**src/rtl/id_ex_operand_stage.sv**
```systemverilog
// ----------------------------------------------------------------------------
// id_ex_operand_stage
//
// ID/EX pipeline register sitting directly behind the sign extender. On each
// accepted instruction it forms the ALU operands, the store data, the
// write-back destination and the branch target, and presents them to EX
// one cycle later.
//
// Ports
//   clk, rst_n        rising-edge clock, synchronous active-low reset
//   in_valid/in_ready handshake with the decode stage (in_ready is combinational)
//   pc_plus4          PC+4 of the decoded instruction
//   rs_data, rt_data  register-file read ports A and B
//   imm_ext           sign-extended immediate
//   rt_addr, rd_addr  candidate destination register fields
//   alu_src, zext, reg_dst, alu_ctrl_in,
//   mem_read_in, mem_write_in, reg_write_in, branch_in   decode control
//   flush             squash the contents of this stage (taken branch / jump)
//   out_valid/out_ready handshake with the EX stage
//   alu_a, alu_b, store_data, dest_reg, branch_target, alu_ctrl,
//   mem_read, mem_write, reg_write, branch               registered EX outputs
// ----------------------------------------------------------------------------
module id_ex_operand_stage #(
    parameter int DATA_W = 32,
    parameter int REG_AW = 5,
    parameter int CTRL_W = 4
) (
    input  logic              clk,
    input  logic              rst_n,
    input  logic              in_valid,
    output logic              in_ready,
    input  logic [DATA_W-1:0] pc_plus4,
    input  logic [DATA_W-1:0] rs_data,
    input  logic [DATA_W-1:0] rt_data,
    input  logic [DATA_W-1:0] imm_ext,
    input  logic [REG_AW-1:0] rt_addr,
    input  logic [REG_AW-1:0] rd_addr,
    input  logic              alu_src,
    input  logic              zext,
    input  logic              reg_dst,
    input  logic [CTRL_W-1:0] alu_ctrl_in,
    input  logic              mem_read_in,
    input  logic              mem_write_in,
    input  logic              reg_write_in,
    input  logic              branch_in,
    input  logic              flush,
    input  logic              out_ready,
    output logic              out_valid,
    output logic [DATA_W-1:0] alu_a,
    output logic [DATA_W-1:0] alu_b,
    output logic [DATA_W-1:0] store_data,
    output logic [REG_AW-1:0] dest_reg,
    output logic [DATA_W-1:0] branch_target,
    output logic [CTRL_W-1:0] alu_ctrl,
    output logic              mem_read,
    output logic              mem_write,
    output logic              reg_write,
    output logic              branch
);

    // Pipeline registers
    logic              out_valid_r;
    logic [DATA_W-1:0] alu_a_r;
    logic [DATA_W-1:0] alu_b_r;
    logic [DATA_W-1:0] store_data_r;
    logic [REG_AW-1:0] dest_reg_r;
    logic [DATA_W-1:0] branch_target_r;
    logic [CTRL_W-1:0] alu_ctrl_r;
    logic              mem_read_r;
    logic              mem_write_r;
    logic              reg_write_r;
    logic              branch_r;

    // Combinational operand formation
    logic              accept_s;
    logic [DATA_W-1:0] imm_op_s;
    logic [DATA_W-1:0] alu_b_s;
    logic [REG_AW-1:0] dest_reg_s;
    logic [DATA_W-1:0] branch_target_s;

    // Ready is deliberately not gated by flush so decode never sees a
    // flush-dependent combinational path back through this stage.
    assign in_ready = !out_valid_r || out_ready;
    assign accept_s = in_valid && in_ready && !flush;

    // Form operands, destination and branch target from the decode inputs.
    always_comb begin
        imm_op_s        = {DATA_W{1'b0}};
        alu_b_s         = {DATA_W{1'b0}};
        dest_reg_s      = {REG_AW{1'b0}};
        branch_target_s = {DATA_W{1'b0}};

        // Logical immediates (andi/ori/xori) take the raw low half-word.
        if (zext) begin
            imm_op_s = {{(DATA_W-16){1'b0}}, imm_ext[15:0]};
        end else begin
            imm_op_s = imm_ext;
        end

        if (alu_src) begin
            alu_b_s = imm_op_s;
        end else begin
            alu_b_s = rt_data;
        end

        if (reg_dst) begin
            dest_reg_s = rd_addr;
        end else begin
            dest_reg_s = rt_addr;
        end

        // Branch offsets are always signed word offsets; wrap is silent.
        branch_target_s = pc_plus4 + {imm_ext[DATA_W-3:0], 2'b00};
    end

    // Stage register: reset, then flush, then capture, then drain, else hold.
    always_ff @(posedge clk) begin
        if (!rst_n) begin
            out_valid_r     <= 1'b0;
            alu_a_r         <= {DATA_W{1'b0}};
            alu_b_r         <= {DATA_W{1'b0}};
            store_data_r    <= {DATA_W{1'b0}};
            dest_reg_r      <= {REG_AW{1'b0}};
            branch_target_r <= {DATA_W{1'b0}};
            alu_ctrl_r      <= {CTRL_W{1'b0}};
            mem_read_r      <= 1'b0;
            mem_write_r     <= 1'b0;
            reg_write_r     <= 1'b0;
            branch_r        <= 1'b0;
        end else if (flush) begin
            // Kill the instruction and its architectural side effects; the
            // remaining data fields are harmless while out_valid is low.
            out_valid_r <= 1'b0;
            mem_write_r <= 1'b0;
            reg_write_r <= 1'b0;
        end else if (accept_s) begin
            out_valid_r     <= 1'b1;
            alu_a_r         <= rs_data;
            alu_b_r         <= alu_b_s;
            store_data_r    <= rt_data;
            dest_reg_r      <= dest_reg_s;
            branch_target_r <= branch_target_s;
            alu_ctrl_r      <= alu_ctrl_in;
            mem_read_r      <= mem_read_in;
            mem_write_r     <= mem_write_in;
            reg_write_r     <= reg_write_in;
            branch_r        <= branch_in;
        end else if (out_ready) begin
            // Drain: EX took the instruction and nothing new arrived.
            out_valid_r <= 1'b0;
        end else begin
            out_valid_r <= out_valid_r;
        end
    end

    assign out_valid     = out_valid_r;
    assign alu_a         = alu_a_r;
    assign alu_b         = alu_b_r;
    assign store_data    = store_data_r;
    assign dest_reg      = dest_reg_r;
    assign branch_target = branch_target_r;
    assign alu_ctrl      = alu_ctrl_r;
    assign mem_read      = mem_read_r;
    assign mem_write     = mem_write_r;
    assign reg_write     = reg_write_r;
    assign branch        = branch_r;

endmodule

```
**config.mk**
```make
export PLATFORM = sky130hd
export DESIGN_NAME = id_ex_operand_stage
export DESIGN_NICKNAME = d
export VERILOG_FILES = /design/src/rtl/id_ex_operand_stage.sv
export SDC_FILE = /design/constraint.sdc
export NUM_CORES = 1
export LEC_CHECK = 0
export ABC_CLOCK_PERIOD_IN_PS = 4900
export CAP_MARGIN = 10
export CELL_PAD_IN_SITES_DETAIL_PLACEMENT = 0
export CELL_PAD_IN_SITES_GLOBAL_PLACEMENT = 2
export CORE_UTILIZATION = 24
export CTS_CLUSTER_SIZE = 28
export DETAILED_ROUTE_END_ITERATION = 7
export PLACE_DENSITY = 0.94
export SKIP_LAST_GASP = 1
export SYNTH_ARGS = -nofsm -noshare
export SYNTH_HDL_FRONTEND = slang
export SYNTH_SLANG_ARGS = --single-unit
```
**constraint.sdc**
```tcl
create_clock -name clk -period 4.9 [get_ports clk]
set_input_delay 0.49 -clock clk [delete_from_list [all_inputs] [get_ports clk]]
set_output_delay 0.49 -clock clk [all_outputs]
set_load 0.01 [all_outputs]
```
==> flow_summary.ini <==
[status]
status = finished clean

[detailed_routing]
routed_wirelength_um = 25600
via_per_inst = 4.68
drtIter0Drc = 351
first_pass_iters = 4
via_count = 7016
remaining_drc_errors = 0
routedWlPerCell_um = 17.1
postRouteAntennaNets = 0

[global_route]
antenna_found_initial = 1
grt_pass1_wl_um = 38900
grt_start_max_net_pins = 69
grt_usage_pct = 17.8
grt_pass1_vias = 6751
grt-ovfl-total = 0

[synth]
synth_edf_count = 0
synth_area_leaders = dfxtp_1, nand2_1, a21oi_1
synth_compound_area_share_pct = 22.5
synth_most_common_cell = nand2_1
yosysTopAreaCell = dfxtp_1
ys_ff_latch = 142
ys_warn_count = 0
synth_common_cells = nand2_1, dfxtp_1, a21oi_1
synthMuxAreaShare_pct = 3.26
ys_seq_area_share_pct = 42.1
yosys.area_share.simple_pct = 19.5
avgSynthCellArea_um2 = 7.98
synthAdderAreaFrac_pct = 5.67
synthXorXnorAreaFrac_pct = 2.86
ys_async_sr_fraction_pct = 0
synth_flop_cell = dfxtp_1
synth_top_family_by_area = compound AO/OA/AOI/OAI gates
syn-num-nets = 1030
netlist_area_um2 = 6750
yosysTopAreaCellShare_pct = 42.1
synth.distinct_cells = 59
synth_cells = 846

[timing]
totalNegativeSetupSlack_ns = 0
fin_hold_ws_ns = 0.445
setup_ws_ns = 1.86
finClkSkew_ns = 0.00616
slew_headroom_pct = 35.0
final_hold_viol_count = 0
slew_viol_final = 0
fmax_mhz = 329
worstMarginPinSlew_ns = 0.972
setup_violations = 0
rsz0062_at_grt = false
period_share_pct = 62.0
period_needed_ns = 3.04

[setup_path]
crit_slowest_cell = a2111oi_0
r2r_end = branch_target[20]$_SDFFE_PN0P_
worst-setup-path-type = primary input to flip-flop
setup.worst_path.start_class = primary input
worstReg2RegStart = out_valid$_SDFFE_PP0P_
cp_max_fo = 7
critPathMaxStageDelay_ns = 0.60
crit_chain = clkdlybuf4s50_1, ha_1, nand2_1, or3_1, a2111oi_0, nor4_1, a21oi_1, xnor2_1, o21ai_1
worstPathRequired_ns = 5.20
rr_worst_depth = 7
crit_end = branch_target[27]$_SDFFE_PN0P_
arrival_ns = 3.34
critPathLaunch = imm_ext[15]
end_kind = flip-flop
rrSetupSlack_ns = 2.48

[floorplanning]
initial_utilization_pct = 24.4
num_io_pins = 297
die-area_um2 = 28800
core_um2 = 27700
fp.dieH_um = 170
fp-row-count = 61
die_x_um = 170

[hold_path]
hp-class = flip-flop to flip-flop

[cells_and_area]
synthToLayoutAreaGrowth_pct = 57.8
instances_no_fill = 1499
finalNetCount = 1291
final_util_pct = 38.4
final_layout_size_suffix_gt1_share_pct = 4.38
stdcell_area_um2 = 10600

[cts]
cts-hold-fix-buffers = 0
clockRootBuffer = clkbuf_16
cts_setup_buffers = 0
clk_pin_slew_worst_paths_ns = 0.06
htree_levels = 4
cts_resized = 0
cts_tree = yes
cts.sinks = 142
cts_inserted_buffers = 17
clockBufferDepth = 2
clk_latency_ns = 0.43

[pwr]
ir_drop_mv = 0.184
totalPowerFinal_mw = 3.43
combPwrFrac_pct = 21.2
swShare_pct = 28.4
p_leak_nw = 3.96
p_int_mw = 2.46
power.share.clock_pct = 42.1
switchingPower_mw = 0.977
power.density_nw_per_um2 = 322
seq_power_share_pct = 36.7

[placement]
dp.cells = 1466
dpl_cell_area_um2 = 10000
dp_hpwl_um = 18600
preCtsSetupSlack_ns = 1.50
io_buffers = 296
gp_congestion = 0.855

[run]
maxCapViolCount = 0
==> power groups by stage <==
stage / clock network, mW / logic, mW / registers [mW]
after floorplan: 0 / 0.323 / 1.31
after detailed placement: 0 / 0.730 / 1.29
after global placement: 0 / 0.730 / 1.28
after CTS: 1.49 / 0.735 / 1.26
after global routing: 1.54 / 0.795 / 1.27
final: 1.45 / 0.728 / 1.26
==> worst min path at each step <==
stage / startpoint / end / slack (ns) / cells past startpoint
after global routing: branch_target[4]$_SDFFE_PN0P_ / branch_target[4]$_SDFFE_PN0P_ / 0.47 / 2
after global placement: branch_target[17]$_SDFFE_PN0P_ / branch_target[17]$_SDFFE_PN0P_ / 0.44 / 2
after detailed placement: branch_target[31]$_SDFFE_PN0P_ / branch_target[31]$_SDFFE_PN0P_ / 0.44 / 2
after floorplan: branch_target[22]$_SDFFE_PN0P_ / branch_target[22]$_SDFFE_PN0P_ / 0.47 / 2
final: branch_target[31]$_SDFFE_PN0P_ / branch_target[31]$_SDFFE_PN0P_ / 0.44 / 2
after CTS: branch_target[31]$_SDFFE_PN0P_ / branch_target[31]$_SDFFE_PN0P_ / 0.45 / 2
==> cells by family (layout without fill, tap and decap cells) <==
group,Yosys count,after routing
other,0,1
adder cells (fa/ha/maj),30,30
AND/OR/NAND/NOR,317,317
AO/OA/AOI/OAI,240,240
multiplexers,22,22
XOR/XNOR,22,22
buffers and inverters,73,347
flip-flops,142,142
==> critical path, delay by kind of cell <==
kind / cells / cell delay (ns)
AO/OA/AOI/OAI: 3 / 0.90
AND/OR/NAND/NOR: 3 / 0.88
adder cells (fa/ha/maj): 1 / 0.46
buffers and inverters: 1 / 0.45
XOR/XNOR: 1 / 0.14
==> layout by cell type (no fill, tap or decap), types with 5 or more instances in the layout <==
master             n
a21o_1            11
nor2_1            54
buf_4              6
o21ai_1            9
dfxtp_1          142
a21oi_1          118
xor2_1             7
clkdlybuf4s50_1  296
a31oi_1            7
nand3_1           12
ha_1              29
clkbuf_16         17
xnor2_1           15
inv_6              5
nor3_1            18
a211oi_1          25
mux2i_1           22
nand2_1          204
o21ai_0           24
a221oi_1          15
inv_1             11
==> metal layers <==
| metal | up-vias | GRT usage, % | part of all wire (%) |
|---|---|---|---|
| li1 | 3476 | - | - |
| met3 | 20 | 6.83 | 9.4 |
| met2 | 249 | 29.2 | 47 |
| met1 | 3269 | 21.7 | 42 |
| met4 | 2 | 4.31 | 1.1 |
| met5 | - | 0 | 0.066 |
==> area by class of cell <==
type,instances,area [µm²]
Fill cell,2840,17100
Multi-Input combinational cell,631,3640
Timing Repair Buffer,302,3010
Sequential cell,142,2840
Tap cell,378,473
Clock buffer,18,429
Clock inverter,14,205
Inverter,13,51.3
Antenna cell,1,2.50
No activity file was read; power rests on OpenSTA's default activity.
